$ cat config.mk
export PLATFORM = sky130hd
export DESIGN_NAME = ahb2apb_bridge_mc
export DESIGN_NICKNAME = d
export VERILOG_FILES = /design/src/rtl/ahb_apb_pkg.sv /design/src/rtl/apb_addr_decoder.sv /design/src/rtl/ahb2apb_bridge_mc.sv
export SDC_FILE = /design/constraint.sdc
export NUM_CORES = 1
export LEC_CHECK = 0
export ABC_CLOCK_PERIOD_IN_PS = 1900
export BUFFER_PORTS_ARGS = -buffer_cell sky130_fd_sc_hd__buf_2
export CORE_ASPECT_RATIO = 2
export CORE_MARGIN = 3
export CORE_UTILIZATION = 42
export DETAILED_ROUTE_END_ITERATION = 10
export PLACE_DENSITY_LB_ADDON = 0.3
export SLEW_MARGIN = 25
export SYNTH_ARGS = -nofsm -noshare
export SYNTH_HDL_FRONTEND = slang
export SYNTH_HIERARCHICAL = 1
export SYNTH_SLANG_ARGS = --single-unit
$ cat constraint.sdc
create_clock -name hclk -period 1.9 [get_ports hclk]
set_clock_uncertainty 0.2 [all_clocks]
set_input_delay 0.38 -clock hclk [delete_from_list [all_inputs] [get_ports hclk]]
set_output_delay 0.38 -clock hclk [all_outputs]
set_load 0.02 [all_outputs]
$ cat src/rtl/ahb_apb_pkg.sv
// Shared encodings for the parametrised AHB-to-APB bridge.
// Holds the AHB transfer and response codes and the bridge FSM states.
package ahb_apb_pkg;

  typedef enum logic [1:0] {
    HTRANS_IDLE   = 2'b00,
    HTRANS_BUSY   = 2'b01,
    HTRANS_NONSEQ = 2'b10,
    HTRANS_SEQ    = 2'b11
  } htrans_e;

  typedef enum logic [1:0] {
    HRESP_OKAY  = 2'b00,
    HRESP_ERROR = 2'b01
  } hresp_e;

  typedef enum logic [2:0] {
    ST_IDLE,
    ST_WDATA,
    ST_SETUP,
    ST_ACCESS,
    ST_ERR1,
    ST_ERR2
  } bridge_st_e;

endpackage

$ cat src/rtl/apb_addr_decoder.sv
// Address decoder for the APB slave window.
// Slave i occupies [SLV_BASE + i<<SLV_SPAN_LOG2, SLV_BASE + (i+1)<<SLV_SPAN_LOG2).
// Ports:
//   addr : address to decode
//   hit  : address falls inside one of the NUM_SLAVES regions
//   idx  : binary slave index (only meaningful when hit)
//   sel  : one-hot slave select, all zero on a miss
module apb_addr_decoder #(
  parameter int                ADDR_W        = 32,
  parameter int                NUM_SLAVES    = 3,
  parameter logic [ADDR_W-1:0] SLV_BASE      = 32'h8000_0000,
  parameter int                SLV_SPAN_LOG2 = 26,
  localparam int               IDX_W         = (NUM_SLAVES > 1) ? $clog2(NUM_SLAVES) : 1
) (
  input  logic [ADDR_W-1:0]     addr,
  output logic                  hit,
  output logic [IDX_W-1:0]      idx,
  output logic [NUM_SLAVES-1:0] sel
);

  logic [ADDR_W-1:0] off;
  logic [ADDR_W-1:0] slot;

  // Offset from the base wraps for addresses below it, so the lower bound
  // is checked separately rather than trusting the slot number alone.
  assign off  = addr - SLV_BASE;
  assign slot = off >> SLV_SPAN_LOG2;
  assign hit  = (addr >= SLV_BASE) && (slot < ADDR_W'(NUM_SLAVES));
  assign idx  = slot[IDX_W-1:0];
  assign sel  = hit ? (NUM_SLAVES'(1) << idx) : '0;

endmodule

$ cat src/rtl/ahb2apb_bridge_mc.sv
// Parametrised AHB-to-APB bridge.
// Captures one AHB transfer at a time, runs it as an APB SETUP/ACCESS pair on
// the decoded slave, honours pready wait states and turns pslverr, decode
// misses and a pready timeout into a two-cycle AHB ERROR response.
// Ports:
//   hclk, hreset                    : clock, synchronous active-high reset
//   hwrite/hreadyin/htrans/haddr    : AHB address phase
//   hwdata                          : AHB write data (sampled in WDATA)
//   hrdata/hreadyout/hresp          : AHB response
//   paddr/pwdata/pwrite/penable/psel: APB request, psel one-hot per slave
//   prdata/pready/pslverr           : per-slave APB response, packed by slave
module ahb2apb_bridge_mc
  import ahb_apb_pkg::*;
#(
  parameter int                ADDR_W        = 32,
  parameter int                DATA_W        = 32,
  parameter int                NUM_SLAVES    = 3,
  parameter logic [ADDR_W-1:0] SLV_BASE      = 32'h8000_0000,
  parameter int                SLV_SPAN_LOG2 = 26,
  parameter int                TIMEOUT       = 16
) (
  input  logic                         hclk,
  input  logic                         hreset,
  input  logic                         hwrite,
  input  logic                         hreadyin,
  input  logic [1:0]                   htrans,
  input  logic [ADDR_W-1:0]            haddr,
  input  logic [DATA_W-1:0]            hwdata,
  output logic [DATA_W-1:0]            hrdata,
  output logic                         hreadyout,
  output logic [1:0]                   hresp,
  output logic [ADDR_W-1:0]            paddr,
  output logic [DATA_W-1:0]            pwdata,
  output logic                         pwrite,
  output logic                         penable,
  output logic [NUM_SLAVES-1:0]        psel,
  input  logic [NUM_SLAVES*DATA_W-1:0] prdata,
  input  logic [NUM_SLAVES-1:0]        pready,
  input  logic [NUM_SLAVES-1:0]        pslverr
);

  localparam int IDX_W = (NUM_SLAVES > 1) ? $clog2(NUM_SLAVES) : 1;
  localparam int CNT_W = (TIMEOUT > 0) ? $clog2(TIMEOUT + 1) : 1;

  bridge_st_e              state, state_n;
  logic [CNT_W-1:0]        cnt, cnt_n;
  logic [IDX_W-1:0]        idx_q, dec_idx;
  logic [NUM_SLAVES-1:0]   sel_q, dec_sel;
  logic                    dec_hit;
  logic                    valid, capture, xfer_ok;
  logic                    sel_ready, sel_err;
  logic [DATA_W-1:0]       sel_rdata;

  apb_addr_decoder #(
    .ADDR_W       (ADDR_W),
    .NUM_SLAVES   (NUM_SLAVES),
    .SLV_BASE     (SLV_BASE),
    .SLV_SPAN_LOG2(SLV_SPAN_LOG2)
  ) u_dec (
    .addr(haddr),
    .hit (dec_hit),
    .idx (dec_idx),
    .sel (dec_sel)
  );

  assign valid     = hreadyin && (htrans == HTRANS_NONSEQ || htrans == HTRANS_SEQ);
  // Only the selected slave's response is looked at.
  assign sel_ready = pready[idx_q];
  assign sel_err   = pslverr[idx_q];
  assign sel_rdata = prdata[idx_q*DATA_W +: DATA_W];

  always_comb begin
    state_n   = state;
    cnt_n     = cnt;
    capture   = 1'b0;
    xfer_ok   = 1'b0;
    hreadyout = 1'b0;
    hresp     = HRESP_OKAY;
    psel      = '0;
    penable   = 1'b0;
    case (state)
      // ERR2 is the completing cycle of an error, so it accepts the next
      // address exactly like IDLE does.
      ST_IDLE, ST_ERR2: begin
        hreadyout = 1'b1;
        if (state == ST_ERR2) hresp = HRESP_ERROR;
        state_n = ST_IDLE;
        if (valid) begin
          capture = 1'b1;
          if (!dec_hit)    state_n = ST_ERR1;
          else if (hwrite) state_n = ST_WDATA;
          else             state_n = ST_SETUP;
        end
      end
      ST_WDATA: state_n = ST_SETUP;
      ST_SETUP: begin
        psel    = sel_q;
        cnt_n   = '0;
        state_n = ST_ACCESS;
      end
      ST_ACCESS: begin
        psel    = sel_q;
        penable = 1'b1;
        if (sel_ready) begin
          cnt_n   = '0;
          xfer_ok = !sel_err;
          state_n = sel_err ? ST_ERR1 : ST_IDLE;
        end else if ((TIMEOUT > 0) && (cnt == CNT_W'(TIMEOUT - 1))) begin
          // This cycle is the TIMEOUT-th wait cycle: give up.
          cnt_n   = '0;
          state_n = ST_ERR1;
        end else begin
          cnt_n = cnt + CNT_W'(1);
        end
      end
      ST_ERR1: begin
        hresp   = HRESP_ERROR;
        state_n = ST_ERR2;
      end
      default: state_n = ST_IDLE;
    endcase
  end

  always_ff @(posedge hclk) begin
    if (hreset) begin
      state  <= ST_IDLE;
      cnt    <= '0;
      paddr  <= '0;
      pwdata <= '0;
      pwrite <= 1'b0;
      hrdata <= '0;
      idx_q  <= '0;
      sel_q  <= '0;
    end else begin
      state <= state_n;
      cnt   <= cnt_n;
      if (capture) begin
        paddr  <= haddr;
        pwrite <= hwrite;
        idx_q  <= dec_idx;
        sel_q  <= dec_sel;
      end
      if (state == ST_WDATA) pwdata <= hwdata;
      if (xfer_ok && !pwrite) hrdata <= sel_rdata;
    end
  end

endmodule

After elaboration in Yosys (flattened, before gate mapping):

Index checks and enable logic that the tools add are counted.

* output and inout port bits: 104
* register bits: 110
* input port bits: 172
* logic and storage cells: 58

* shifts and indexed selects: 2
* eq/ne operators: 9
* add/subtract/negate cells: 2
* muxes and demuxes: 24
* reduce and logical (&&, ||, !) cells: 10
* magnitude comparators: 3

Operators by type and width (count)
* $shiftx 96x8->32: 1
* $ge 32x32->1 const B: 1
* $sub 32x32->32 const B: 1
* $mux 3: 7
* $pmux 3 s5: 1
* $mux 5: 2
* $pmux 5 s2: 1
* $mux 1: 9
* $eq 3x2->1 const B: 2
* $eq 3x3->1 const B: 2
* $lt 6x2->1 const B: 1
* $add 5x1->5 const B: 1
* $eq 5x4->1 const B: 1
* $bmux 1 s2: 2
* $eq 2x2->1 const B: 2
* $reduce_or 2->1: 2
* $eq 3x1->1 const B: 1
* $logic_and 1x1->1: 3
* $logic_not 3->1: 1
* $lt 2x3->1 const B: 1
* $ne 3x3->1 const B: 1
* $shl 1x2->3 const A: 1
* $logic_not 1->1: 2
* $mux 2: 1
* 3 further kinds: 3

Logic depth before layout (Yosys ltp):

Gate-level depths: netlist of the first run.

* depth in word-level cells: 6
* mapped depth: 7
* mapped depth without buffers: 6

Cells and area by module:

The synthesis of the first run kept the hierarchy.

By module, submodules not included
* ahb2apb_bridge_mc: sequential area each 2202.1 um2, area an instance 5584.1 um2, instances 1, cells each 599
* apb_addr_decoder: sequential area each 0.0 um2, area an instance 63.8 um2, instances 1, cells each 7

Least setup slack after synthesis of the first run:

OpenSTA, ideal clock, no wires.

* kind: in2reg
* start: input port haddr[30]
* end: register state[2]
* stages on the path: 6
* slack: -0.024 ns
* buffers on the path: 0
* arrival time: 1.608 ns
* library setup time: 0.116 ns
* data required time: 1.584 ns
* path through: or4b_4 > a21oi_1 > nand3b_1 > maj3_1 > o32ai_1 > and3_1

* longest elaborated chain between the ends: 6
* elaborated cells on any way between the ends: 7
* those cells by class: add/sub: 1; order compare: 2; mux: 3; reduce/logical: 1

RTL lines
* start, declared: RTL line ahb2apb_bridge_mc.sv:27 `input logic [ADDR_W-1:0] haddr,`
* $sub 32x32->32: RTL line apb_addr_decoder.sv:26 `assign off = addr - SLV_BASE;`
* $lt 6x2->1: RTL line apb_addr_decoder.sv:28 `assign hit = (addr >= SLV_BASE) && (slot < ADDR_W'(NUM_SLAVES));`
* $logic_and 1x1->1 *: RTL line apb_addr_decoder.sv:28
* net dec_hit: RTL line ahb2apb_bridge_mc.sv:49 `logic dec_hit;`
* $mux 3 *: RTL line ahb2apb_bridge_mc.sv:90 `if (!dec_hit) state_n = ST_ERR1;`
* $mux 3 *: RTL line ahb2apb_bridge_mc.sv:88 `if (valid) begin`
* $pmux 3 s5 *: RTL line ahb2apb_bridge_mc.sv:81 `case (state)`
* end signal, assigned: RTL line ahb2apb_bridge_mc.sv:135 `state <= state_n;`
* end, declared: RTL line ahb2apb_bridge_mc.sv:45 `bridge_st_e state, state_n;`

The timed path passes the listed nets; every way through them passes the cells marked *.
A chain may end at the register's enable or synchronous reset.

Worst setup path in the final report of the first run:

* start: register idx_q[0]
* end: register hrdata[26]

* longest elaborated chain between the ends: 6
* elaborated cells on any way between the ends: 9
* those cells by class: shift: 1; mux: 6; reduce/logical: 2

RTL lines
* start, declared: RTL line ahb2apb_bridge_mc.sv:47 `logic [IDX_W-1:0] idx_q, dec_idx;`
* start signal, assigned: RTL line ahb2apb_bridge_mc.sv:140 `idx_q <= dec_idx;`
* parallel branches: the longest is 6 deep, another holds $shiftx 96x8->32
* end signal, assigned: RTL line ahb2apb_bridge_mc.sv:144 `if (xfer_ok && !pwrite) hrdata <= sel_rdata;`
* end, declared: RTL line ahb2apb_bridge_mc.sv:29 `output logic [DATA_W-1:0] hrdata,`

Parallel ways; which one is timed is not known. The select of a mux whose other input is x is not followed.

==> results by stage, run 1 <==
Global route:
- Entering global routing, the biggest net connects 66 pins.
- The number of global-route vias before repair is 5178.
- The total routing resource utilization after global routing is 0.206.
- For this run the aggregate overflow at the end of global routing stands at 0.
- The initial antenna violation count came to 0.
- The first-pass GRT wire length is 24.8 mm.

Cells and area:
- After filler insertion, the fill cell instance count of the layout stands at 1171.
- The number of nets in the finished design is 1056.
- The proportion of layout cells with a drive suffix above 1 is 0.471.
- The combined area of the multi-input logic cells is 0.00319 mm2.
- The area growth from synthesis to final layout is 40.4%.
- In the final layout, flip-flops and latches occupy 0.00221 mm2.
- The repair_antennas step left the layout with diodes totalling 0.

STA:
- The routed design could run at a clock period as short as 1850 ps.
- For the final routed database, the setup TNS stands at 0 ps.
- In the finished design, the share of the clock period the worst path needs comes to 0.976.
- Once routing completed, OpenROAD measured the worst setup slack at 45.8 ps.
- The number of pins exceeding their max-slew limit in the final report is 0.
- Setup repair after global routing could not meet its margin everywhere.
- Setup violations remaining at the end of the flow were counted as 0.
- The maximum operating frequency is 0.539 GHz.
- The number of hold violations in the final report is 0.

Synthesis:
- Yosys attributes the largest share of cell area to sky130_fd_sc_hd__dfxtp_1 (39%), sky130_fd_sc_hd__a2111oi_4 (15%), sky130_fd_sc_hd__a21oi_1 (9.7%), sky130_fd_sc_hd__nand2_1 (9.5%), sky130_fd_sc_hd__mux2i_1 (5.8%).
- The synthesis warning total is 6.
- The post-synthesis instance area is 0.00565 mm2.
- Synthesis produced a netlist with a net count of 779.
- The flip-flop and latch count after synthesis is 110.
- The synthesized design spends more area on one cell type than any other, namely sky130_fd_sc_hd__dfxtp_1.
- The number of distinct library cells after synthesis is 50.
- In this run, synthesis inferred 0 flip-flops with an integrated enable.
- The leading cell type by number of instances after synthesis is sky130_fd_sc_hd__nand2_1.
- The post-synthesis area per instance is 9.32 um2.
- The top cell type's share of synthesized area is 0.390.
- After synthesis, the most frequently instantiated cells are sky130_fd_sc_hd__nand2_1 (143), sky130_fd_sc_hd__dfxtp_1 (110), sky130_fd_sc_hd__a21oi_1 (109).
- The most common flop cell mapped by yosys is sky130_fd_sc_hd__dfxtp_1.
- The portion of the post-synthesis area used by sequential elements is 0.390.
- The fraction of registers with async set or reset after synthesis is 0.
- The number of cells produced by synthesis is 606.

Setup path:
- Across all register-to-register paths, the minimum setup slack is 50 ps.
- The length in cells of the worst reg-to-reg path is 7.
- The worst register-to-register path ends at hrdata[26].
- The type of the setup path with the least slack is register to register.
- The maximum fanout along the worst path is 8.
- The worst setup path is launched from a register.
- The critical path arrival is 1890 ps.
- STA classifies the critical path endpoint as a register.
- The signal on the critical path passes through mux2i_1 -> buf_4 -> o2111ai_4 -> buf_12 -> clkbuf_16 -> a2111oi_4 -> nor3_2.
- The combined buffer and inverter count along the critical path is 3.
- Among all stages on the critical path, the largest delay is contributed by sky130_fd_sc_hd__dfxtp_4.
- The maximum single-stage delay on the critical path is 390 ps.
- The beginning of the worst register-to-register path is idx_q[0].
- STA puts the critical path data required time at 1930 ps.
- Broken down by cell family, the worst path's largest delay share belongs to buffers and inverters.

Power:
- The overall power of the completed layout is 5900 uW.
- IR analysis of the VDD net gives a maximum drop of 0.570 mV.
- The cell leakage power is 0.00325 uW.
- In this run the power density over the cells is 744 mW/mm2.

Hold path:
- The worst min-delay path class is input pin to register.
- Counting instances, the worst hold path has a depth of 3.
- The start point of the worst min-delay path is hwdata[6].
- The hold-critical path endpoint is pwdata[6].

Job:
- The max-cap violation count is 0.

Floorplan:
- The die covers 0.0150 mm2.
- The die is 170 um tall.
- The core region is 0.0131 mm2.
- For this configuration, the core starts out at a cell density of 0.432.
- The number of core rows is 59.
- The die boundary width is 88 um.
- The count of pins on the block boundary is 276.

Clock network:
- Clock-pin slew was measured on the worst setup and hold paths at 80 ps.
- Counting the buffers created by CTS gives 9.
- For the worst-skew pair, the clock arrives at the later sink with an insertion delay of 340 ps.
- The H-tree was split into 3 levels.
- The maximum buffer depth of the clock tree is 2.
- The number of hold buffers added after CTS is 0.
- The master cell of the clock root buffer is sky130_fd_sc_hd__clkbuf_16.
- TritonCTS built the clock tree.
- CTS saw 110 sinks.

Drt:
- The number of detailed-routing iterations run before antenna repair is 4.
- In this run the remaining antenna-violating nets after routing total 0.
- The routed length on met2 is 8.68 mm.
- Routed signal wires occupy layers up through met4.
- The routed wirelength normalized by instance count is 15.6 um.
- The detailed-route wire length is 16.2 mm.
- The via count is 5383.
- In this run, the number of DRC markers left after iteration 0 of detailed routing was 136.
- The remaining design rule violation count is 0.
- The via density per instance is 5.18.
- The length of routed met3 wiring is 1.15 mm.
- The met1 routed wirelength after detailed routing is 5.93 mm.

Placement:
- The count of buffers from port buffering is 273.
- The post-placement setup slack is -146 ps.
- The HPWL reported at the end of detailed placement is 12.0 mm.
- The weighted congestion at the end of routability-driven global placement is 0.779.

Outcome:
- The flow ran to the end, and the final reports show no timing, DRC or antenna violations.
cells by family after synthesis:
group                      Yosys count  share of synthesized area
AOI/OAI and AO/OA                  154                      0.270
xor gates and xnor gates             2                    0.00310
adders and majority gates            2                    0.00399
buffers and inverters               60                     0.0560
DFF                                110                      0.390
muxes                               34                     0.0611
other                                1                   0.000664
and+or+nand+nor                    243                      0.215
placed cells by master (no fill, tap or decap), types with 2 or more instances in the layout:
cell type	n
sky130_fd_sc_hd__nand2b_1	2
sky130_fd_sc_hd__and2_1	4
sky130_fd_sc_hd__mux2i_1	33
sky130_fd_sc_hd__buf_12	17
sky130_fd_sc_hd__inv_8	2
sky130_fd_sc_hd__nor3_1	5
sky130_fd_sc_hd__buf_6	6
sky130_fd_sc_hd__clkbuf_16	11
sky130_fd_sc_hd__nand3_1	3
sky130_fd_sc_hd__dfxtp_2	3
sky130_fd_sc_hd__clkinv_8	2
sky130_fd_sc_hd__nor3_2	30
sky130_fd_sc_hd__a2111oi_1	2
sky130_fd_sc_hd__nor3b_2	2
sky130_fd_sc_hd__buf_2	268
sky130_fd_sc_hd__nand3b_1	2
sky130_fd_sc_hd__dfxtp_1	106
sky130_fd_sc_hd__inv_1	3
sky130_fd_sc_hd__a2111oi_4	31
sky130_fd_sc_hd__nor2_1	39
sky130_fd_sc_hd__buf_4	28
sky130_fd_sc_hd__nand2_1	143
sky130_fd_sc_hd__a21oi_1	108
sequential cells by signal, indices dropped and copies added (netlist names):
register and cells:
cnt 5, hrdata 32, idx_q 2, paddr 32
pwdata 32, pwrite 1, sel_q 3, state 3
how the worst max path moves through the flow:
stage,from,slack [ps],to,depth (start not counted)
after global placement,haddr[30],-140,state[2],7
after CTS,state[0],1,hreadyout,4
after detailed placement,haddr[30],-150,state[2],7
final,idx_q[0],50,hrdata[26],7
after floorplan,haddr[30],20,state[2],6
after global routing,idx_q[0],-30,hrdata[26],7
repair_timing:
item                                   in CTS  in global routing
setup endpoints to repair                   5                 24
gates resized for setup                     9                 16
setup buffers                               0                  5
pin swaps                                   0                 13
cloned                                      0                  3
endpoints found under the hold margin       0                  0
layout make-up:
type / count / area share
timing repair buffer: 321 / 0.253
inverter: 5 / 0.00268
clock inverter: 6 / 0.00915
multi-input combinational: 436 / 0.402
sequential: 110 / 0.279
clock buffer: 10 / 0.0301
tap: 152 / 0.0240
layer usage:
| layer | global-route usage | up-vias |
|---|---|---|
| met3 | 0.0480 | 32 |
| met5 | 0 | - |
| li1 | - | 2656 |
| met1 | 0.226 | 2479 |
| met2 | 0.374 | 216 |
| met4 | 0.0762 | 0 |
power breakdown:
part	switching (uW)	leakage [uW]	internal, uW
Combinational	884	0.00221	603
Sequential	61.2	0.000893	2420
Clock	951	0.000153	976
per-stage QoR:
step	hold WS [ps]	cell area, um2	utilization	instances
2_1_floorplan	232	5650	-	606
3_3_place_gp	239	7410	0.567	1016
3_5_place_dp	243	7410	0.567	1016
4_1_cts	45.1	7760	0.594	1032
5_1_grt	47.6	7930	0.607	1040
6_report	55.7	7930	0.607	1040
worst min-delay path, cell delays in order:
cell and delay (ps):
sky130_fd_sc_hd__buf_2 90, sky130_fd_sc_hd__nand2_1 40, sky130_fd_sc_hd__a21oi_1 50
No activity file was read; power rests on OpenSTA's default activity.
==> inputs of run 2 (changes only) <==
--- a/config.mk
+++ b/config.mk
@@ -5,12 +5,14 @@
 export SDC_FILE = /design/constraint.sdc
 export NUM_CORES = 1
 export LEC_CHECK = 0
-export ABC_CLOCK_PERIOD_IN_PS = 1900
+export ABC_CLOCK_PERIOD_IN_PS = 2200
 export BUFFER_PORTS_ARGS = -buffer_cell sky130_fd_sc_hd__buf_2
+export CAP_MARGIN = 5
 export CORE_ASPECT_RATIO = 2
 export CORE_MARGIN = 3
 export CORE_UTILIZATION = 42
 export DETAILED_ROUTE_END_ITERATION = 10
+export MAX_ROUTING_LAYER = met4
 export PLACE_DENSITY_LB_ADDON = 0.3
 export SLEW_MARGIN = 25
 export SYNTH_ARGS = -nofsm -noshare
==> constraint.sdc (replaced) <==
create_clock -name hclk -period 2.2 [get_ports hclk]
set_clock_uncertainty 0.2 [all_clocks]
set_input_delay 0.44 -clock hclk [delete_from_list [all_inputs] [get_ports hclk]]
set_output_delay 0.44 -clock hclk [all_outputs]
set_load 0.02 [all_outputs]
==> run 2 against run 1 <==
  * Cell area is 5.0% lower
  * Register-to-register slack better by 120 ps
  * Global-route usage increased by 0.61 points
  * Clock power down 16%
  * Cell count is 2.3% lower
  * Sequential power shrank 13%
  * Hold slack better by 66 ps
  * Critical path depth down 4
  * Combinational power decreased by 22%
  * Via count fell by 4.3%
==> results by stage, run 2 (synthesis results as in run 1) <==
Placement:
- The post-placement setup slack is -16.8 ps (+129 ps).
- The HPWL reported at the end of detailed placement is 11.9 mm (-0.77%).
- The weighted congestion at the end of routability-driven global placement is 0.775 (-0.48%).
- The post-placement cell area is 0.00723 mm2 (-2.4%).
- The count of buffers from port buffering is 273 (unchanged).

Setup path:
- The kind of start point of the critical path is a register.
- The endpoint required time on the critical path is 1560 ps (-370 ps).
- The critical path arrival was 1400 ps (-490 ps).
- In this run the worst setup path begins at state[1].
- In this run the critical register-to-register path is launched from idx_q[0].
- The worst setup path is of the register to output pin kind.
- The type of element capturing the critical path is an output pin.
- The critical path's slowest cell is sky130_fd_sc_hd__dfxtp_1.
- The endpoint identified for the worst register-to-register timing path is hrdata[22].
- The length in cells of the worst reg-to-reg path is 5 (-2).
- The maximum single-stage delay on the critical path is 460 ps (+70 ps).
- Walking the worst path, the cells encountered are nor2b_2 -> and2_1 -> buf_2.
- The critical path ends at psel[1].
- The maximum fanout along the worst path is 6 (-2).
- The slack of the worst reg-to-reg path was 170 ps (+120 ps).

Clock network:
- The tree is rooted in a sky130_fd_sc_hd__clkbuf_16.
- The number of hold buffers added after CTS came to 0 (unchanged).
- The maximum buffer depth of the clock tree is 2 (unchanged).
- The clock latency at the later pin of the worst-skew pair was 340 ps (about the same).
- The H-tree depth reported by CTS is 3 (unchanged).
- The count of clock tree sinks is 110 (unchanged).
- The clock tree from TritonCTS is done.
- The CTS buffer count is 9 (unchanged).
- The number of buffers inserted by post-CTS setup repair is 0 (unchanged).
- The clock-pin slew on the worst setup and hold paths came to 80 ps (about the same).

Global route:
- The number of global-route vias before repair is 4985 (-3.7%).
- The first-pass GRT wire length was 24.5 mm (-0.95%).
- The pin count of the biggest net entering global routing came to 44 (-33%).
- The total grt overflow is 0 (unchanged).
- The total routing resource utilization after global routing is 0.212 (+0.00612).
- The initial antenna violation count is 1 (+1).

Power:
- The switching power of the nets is 1580 uW (-17%).
- The largest voltage drop on the vdd net is 0.465 mV (-18%).
- The proportion of power drawn by flip-flops and latches is 0.437 (+0.016).
- The combinational group share of total power was 0.235 (-0.017).
- The cell leakage power came to 0.00305 uW (-6.1%).
- The switching part of the total power is 0.320 (-0.000957).
- The clock share of power was 0.329 (+0.002).
- The total internal power is 3350 uW (-16%).
- The total power per unit cell area was 654 mW/mm2 (-12%).

STA:
- The number of hold violations in the final report is 0 (unchanged).
- The number of pins exceeding their max-slew limit in the final report is 0 (unchanged).
- In this run the tightest slew margin relative to its limit is 0.657.
- The final hold slack is 122 ps (+66.4 ps).
- The sum of negative setup slack was 0 ps (unchanged).
- The clock period could shrink to 2040 ps.
- The slew at the pin closest to its max-slew limit is 515 ps.
- Setup repair after global routing left no endpoint under its margin.
- The part of the cycle the worst path needs is 0.929.
- For this run, the top clock speed supported by timing is 0.490 GHz.
- The minimum setup slack in the final design is 157 ps (+111 ps).
- The number of failing setup endpoints in the final timing report is 0 (unchanged).

Cells and area:
- The number of filler instances in the final layout is 1199 (+2.4%).
- The proportion of layout cells with a drive suffix above 1 is 0.448 (-0.0223).
- The final core utilization came to 0.577 (-0.0301).
- The area growth from synthesis to final layout is 33.5%.
- The commonest non-fill, non-tap cell in the layout is sky130_fd_sc_hd__buf_2.
- In the final layout, the registers with the most flip-flops are hrdata (32), paddr (32), pwdata (32).
- The final non-filler cell area is 0.00754 mm2 (-5.0%).
- The number of nets in the finished design is 1031 (-2.4%).
- In the layout the commonest cells are sky130_fd_sc_hd__buf_2 (272), sky130_fd_sc_hd__nand2_1 (143), sky130_fd_sc_hd__a21oi_1 (109), sky130_fd_sc_hd__dfxtp_1 (109), sky130_fd_sc_hd__nor2_1 (39).

Hold path:
- The startpoint identified for the worst hold timing path is hwdata[20].
- The min-delay analysis places its worst path in the category input pin to register.

Floorplan:
- The count of pins on the block boundary came to 276 (unchanged).
- The area of the die came to 0.0150 mm2 (unchanged).
- The die boundary width is 88 um (unchanged).
- The area inside the core boundary is 0.0131 mm2 (unchanged).
- The number of core rows was 59 (unchanged).
- The vertical extent of the die is 170 um (unchanged).
- The effective utilization at floorplan came to 0.432 (unchanged).

Drt:
- The residual antenna-violating net count after detailed routing is 0 (unchanged).
- The via count is 5149 (-4.3%).
- The remaining design rule violation count is 0 (unchanged).
- The number of detailed-routing iterations run before antenna repair is 4 (unchanged).
- The routed wirelength normalized by instance count is 15.8 um (+1.4%).
- The DRC violation total after the first TritonRoute iteration is 127 (-6.6%).
- The detailed-route wire length was 16.0 mm (-0.98%).
- The via density per instance is 5.07 (-2.1%).

Outcome:
- The flow ran to the end, and the final reports show no timing, DRC or antenna violations.

Job:
- The max-cap violation count is 0 (unchanged).
-- run 2: what timing repair did --
| item | 4_1_cts | 5_1_grt |
|---|---|---|
| endpoints found under the hold margin | 0 | 0 |
| setup endpoints to repair | 0 | 3 |
| resized for setup | 0 | 1 |
-- run 2: worst max-delay path: cells and delay by family (launching register included) --
family,cells,cell delay [ps]
AND/OR/NAND/NOR,2,450
flip-flops,1,460
buffers and inverters,1,160
-- run 2: worst min path at each step --
stage / to / depth (start not counted)
2_1_floorplan: sel_q[0] / 2
3_3_place_gp: pwdata[24] / 2
3_5_place_dp: pwdata[30] / 2
4_1_cts: paddr[16] / 3
5_1_grt: pwdata[10] / 3
6_report: pwdata[20] / 3
-- run 2: per-layer routing --
metal	up-vias	share of wire	GRT usage	wire (um)
li1	2608	-	-	-
met5	-	0	-	0
met2	178	0.53	0.374	8530
met3	21	0.057	0.0315	918
met4	0	0.022	0.0728	359
met1	2342	0.39	0.238	6220
-- run 2: cell type report --
cell class / instances / area [um2] / area share
Inverter: 5 / 18.8 / 0.00249
Antenna cell: 1 / 2.50 / 0.000332
Multi-Input combinational cell: 436 / 3140 / 0.417
Tap cell: 152 / 190 / 0.0252
Clock buffer: 10 / 239 / 0.0317
Clock inverter: 6 / 61.3 / 0.00813
Sequential cell: 110 / 2200 / 0.292
Timing Repair Buffer: 296 / 1680 / 0.223
-- run 2: power by group through the flow --
stage          clock network, uW  registers (uW)  logic [uW]
2_1_floorplan                  0            2300         613
3_3_place_gp                   0            2200        1160
5_1_grt                     1760            2170        1260
3_5_place_dp                   0            2200        1170
6_report                    1620            2150        1160
4_1_cts                     1690            2150        1170
-- run 2: metrics by stage --
step | std cells | power (uW)
2_1_floorplan | 606 | 2910
3_3_place_gp | 999 | 3350
3_5_place_dp | 999 | 3370
4_1_cts | 1015 | 5010
5_1_grt | 1016 | 5190
6_report | 1016 | 4930
==> inputs of run 3 (changes only) <==
--- a/config.mk
+++ b/config.mk
@@ -14,8 +14,10 @@
 export DETAILED_ROUTE_END_ITERATION = 10
 export MAX_ROUTING_LAYER = met4
 export PLACE_DENSITY_LB_ADDON = 0.3
+export RECOVER_POWER = 25
 export SLEW_MARGIN = 25
 export SYNTH_ARGS = -nofsm -noshare
 export SYNTH_HDL_FRONTEND = slang
 export SYNTH_HIERARCHICAL = 1
 export SYNTH_SLANG_ARGS = --single-unit
+export TNS_END_PERCENT = 5
==> constraint.sdc (replaced) <==
create_clock -name hclk -period 2.2 [get_ports hclk]
set_clock_uncertainty 0.2 [all_clocks]
set_input_delay 0.44 -clock hclk [delete_from_list [all_inputs] [get_ports hclk]]
set_output_delay 0.44 -clock hclk [all_outputs]
set_load 0.005 [all_outputs]
==> run 3 against run 2 <==
  * Clock power shrank 2%
  * Sequential cell count is the same
  * Global-route usage is essentially flat
  * Wire length grew 0.32%
  * Hold slack gained 2.4 ps
  * Critical path depth grew 1
  * Critical path type unchanged
==> results by stage, run 3 (synthesis results as in run 1) <==
Drt:
- The residual antenna-violating net count after detailed routing is 0 (unchanged).
- The routed wirelength normalized by instance count came to 15.8 um (+0.42%).
- The number of detailed-routing iterations run before antenna repair is 4 (unchanged).
- The DRC violation total after the first TritonRoute iteration is 150 (+18%).
- The detailed-route wire length came to 16.1 mm (+0.32%).
- The via count is 5199 (+0.97%).
- The via density per instance came to 5.12 (+1.1%).
- The remaining design rule violation count is 0 (unchanged).

Floorplan:
- The die boundary width is 88 um (unchanged).
- The area inside the core boundary was 0.0131 mm2 (unchanged).
- The area of the die is 0.0150 mm2 (unchanged).
- The vertical extent of the die was 170 um (unchanged).
- The effective utilization at floorplan came to 0.432 (unchanged).
- The number of core rows came to 59 (unchanged).
- The count of pins on the block boundary was 276 (unchanged).

Global route:
- The total routing resource utilization after global routing is 0.212 (about the same).
- The first-pass GRT wire length is 24.5 mm (unchanged).
- The pin count of the biggest net entering global routing was 44 (unchanged).
- The initial antenna violation count came to 0 (-1).
- The total grt overflow came to 0 (unchanged).
- The number of global-route vias before repair came to 4941 (-0.88%).

Clock network:
- The number of buffers inserted by post-CTS setup repair is 0 (unchanged).
- The maximum buffer depth of the clock tree is 2 (unchanged).
- The H-tree depth reported by CTS is 3 (unchanged).
- The count of clock tree sinks is 110 (unchanged).
- The clock tree from TritonCTS is done.
- The tree is rooted in a sky130_fd_sc_hd__clkbuf_16.
- The clock latency at the later pin of the worst-skew pair is 340 ps (about the same).
- The post-cts sizing count was 0 (unchanged).
- The number of hold buffers added after CTS came to 0 (unchanged).
- The CTS buffer count was 9 (unchanged).
- The clock-pin slew on the worst setup and hold paths is 80 ps (about the same).

Placement:
- The HPWL reported at the end of detailed placement is 11.9 mm (+0.31%).
- The weighted congestion at the end of routability-driven global placement came to 0.786 (+1.5%).
- The count of buffers from port buffering is 273 (unchanged).

STA:
- The clock period minus final worst setup slack came to 2060 ps (+19.9 ps).
- The headroom to the max-slew limit is 0.656 (-0.00109).
- Setup repair after global routing left no endpoint under its margin.
- The number of pins exceeding their max-slew limit in the final report came to 0 (unchanged).
- The sum of negative setup slack is 0 ps (unchanged).
- The maximum operating frequency came to 0.485 GHz (-0.96%).
- The part of the cycle the worst path needs is 0.938 (+0.00903).
- The slew at the pin closest to its max-slew limit was 516 ps (+1.63 ps).
- The number of hold violations in the final report is 0 (unchanged).
- The number of failing setup endpoints in the final timing report is 0 (unchanged).

Cells and area:
- In the final layout, the registers with the most flip-flops are hrdata (32), paddr (32), pwdata (32).
- The top cell types in the final layout, fill and taps aside, are sky130_fd_sc_hd__buf_2 (232), sky130_fd_sc_hd__nand2_1 (143), sky130_fd_sc_hd__a21oi_1 (109), sky130_fd_sc_hd__dfxtp_1 (109).
- The proportion of layout cells with a drive suffix above 1 is 0.401 (-0.0475).
- The number of filler instances in the final layout is 1259 (+5.0%).
- The library cell used most frequently in the layout, excluding fill and tap cells, is sky130_fd_sc_hd__buf_2.
- The final antenna diode count was 0 (-1).
- The number of nets in the finished design is 1031 (unchanged).
- Relative to the synthesized area, the layout overhead comes to 32.3%.

Power:
- The cell leakage power is 0.00288 uW (-5.8%).
- The total power per unit cell area is 638 mW/mm2 (-2.4%).
- The overall power of the completed layout was 4770 uW (-3.3%).
- The largest voltage drop on the vdd net is 0.477 mV (+2.4%).

Setup path:
- The type of element capturing the critical path is an output pin.
- The maximum single-stage delay on the critical path came to 380 ps (-80 ps).
- The endpoint required time on the critical path is 1560 ps (about the same).
- Traced cell by cell, the critical path runs through buf_4 -> nor2b_2 -> and2_1 -> buf_2.
- The critical path's slowest cell is sky130_fd_sc_hd__dfxtp_1.
- The setup path with the least slack is of type register to output pin.
- The worst setup path is launched from a register.
- The maximum fanout along the worst path was 10 (+4).
- The critical path arrival is 1420 ps (+20 ps).

Hold path:
- The worst min-delay path class is input pin to register.

Outcome:
- The flow ran to the end, and the final reports show no timing, DRC or antenna violations.

Job:
- The max-cap violation count was 0 (unchanged).
[run 3: cell count changes in the layout (fill, tap and decap cells not counted)]
cell	delta
sky130_fd_sc_hd__clkbuf_1	+39
sky130_fd_sc_hd__clkbuf_8	-1
sky130_fd_sc_hd__diode_2	-1
sky130_fd_sc_hd__clkinv_2	+1
sky130_fd_sc_hd__buf_1	+2
sky130_fd_sc_hd__inv_8	-1
sky130_fd_sc_hd__buf_2	-40
sky130_fd_sc_hd__inv_6	+1
sky130_fd_sc_hd__clkinvlp_4	-1
[run 3: per-stage QoR]
stage | cells | hold slack [ps] | utilization | setup WS (ps) | instance area, um2
3_3_place_gp | 999 | 238 | 0.554 | 33.1 | 7230
3_5_place_dp | 999 | 243 | 0.554 | 8.00 | 7230
4_1_cts | 1015 | 109 | 0.575 | 3.16 | 7520
6_report | 1015 | 124 | 0.572 | 137 | 7470
5_1_grt | 1015 | 116 | 0.572 | 38.7 | 7470
2_1_floorplan | 606 | 232 | - | 216 | 5650
[run 3: power breakdown]
group | total (uW) | internal [uW] | switching (uW)
Sequential | 2150 | 2090 | 60.6
Combinational | 1030 | 419 | 615
Clock | 1580 | 793 | 789
Total | 4770 | 3300 | 1460
[run 3: routing by layer]
| layer | GRT usage | part of all wire | vias up |
|---|---|---|---|
| met4 | 0.0655 | 0.019 | 0 |
| met3 | 0.0310 | 0.055 | 19 |
| met2 | 0.382 | 0.54 | 170 |
| li1 | - | - | 2604 |
| met1 | 0.234 | 0.39 | 2406 |
| met5 | - | 0 | - |
[run 3: final cells by class]
type / instances / area (um2) / area share
Multi-Input combinational cell: 436 / 3140 / 0.421
Sequential cell: 110 / 2200 / 0.295
Timing Repair Buffer: 296 / 1630 / 0.218
Clock buffer: 10 / 229 / 0.0306
Tap cell: 152 / 190 / 0.0255
Clock inverter: 6 / 56.3 / 0.00754
Inverter: 5 / 18.8 / 0.00251
[run 3: critical path, delay by kind of cell, from the launching register on]
| family | cells | cell delay [ps] |
|---|---|---|
| buf+inv | 2 | 320 |
| flops | 1 | 380 |
| simple gates | 2 | 380 |
[run 3: path summary, 6_finish.rpt]
| kind | startpoint | endpoint | slack [ps] | cells past startpoint |
|---|---|---|---|---|
| setup / recovery | state[1] | psel[2] | 140 | 4 |
| hold / removal | hwdata[2] | pwdata[2] | 120 | 3 |
| setup reg to reg | idx_q[0] | hrdata[23] | 200 | 5 |
| hold reg to reg | sel_q[2] | sel_q[2] | 250 | 2 |
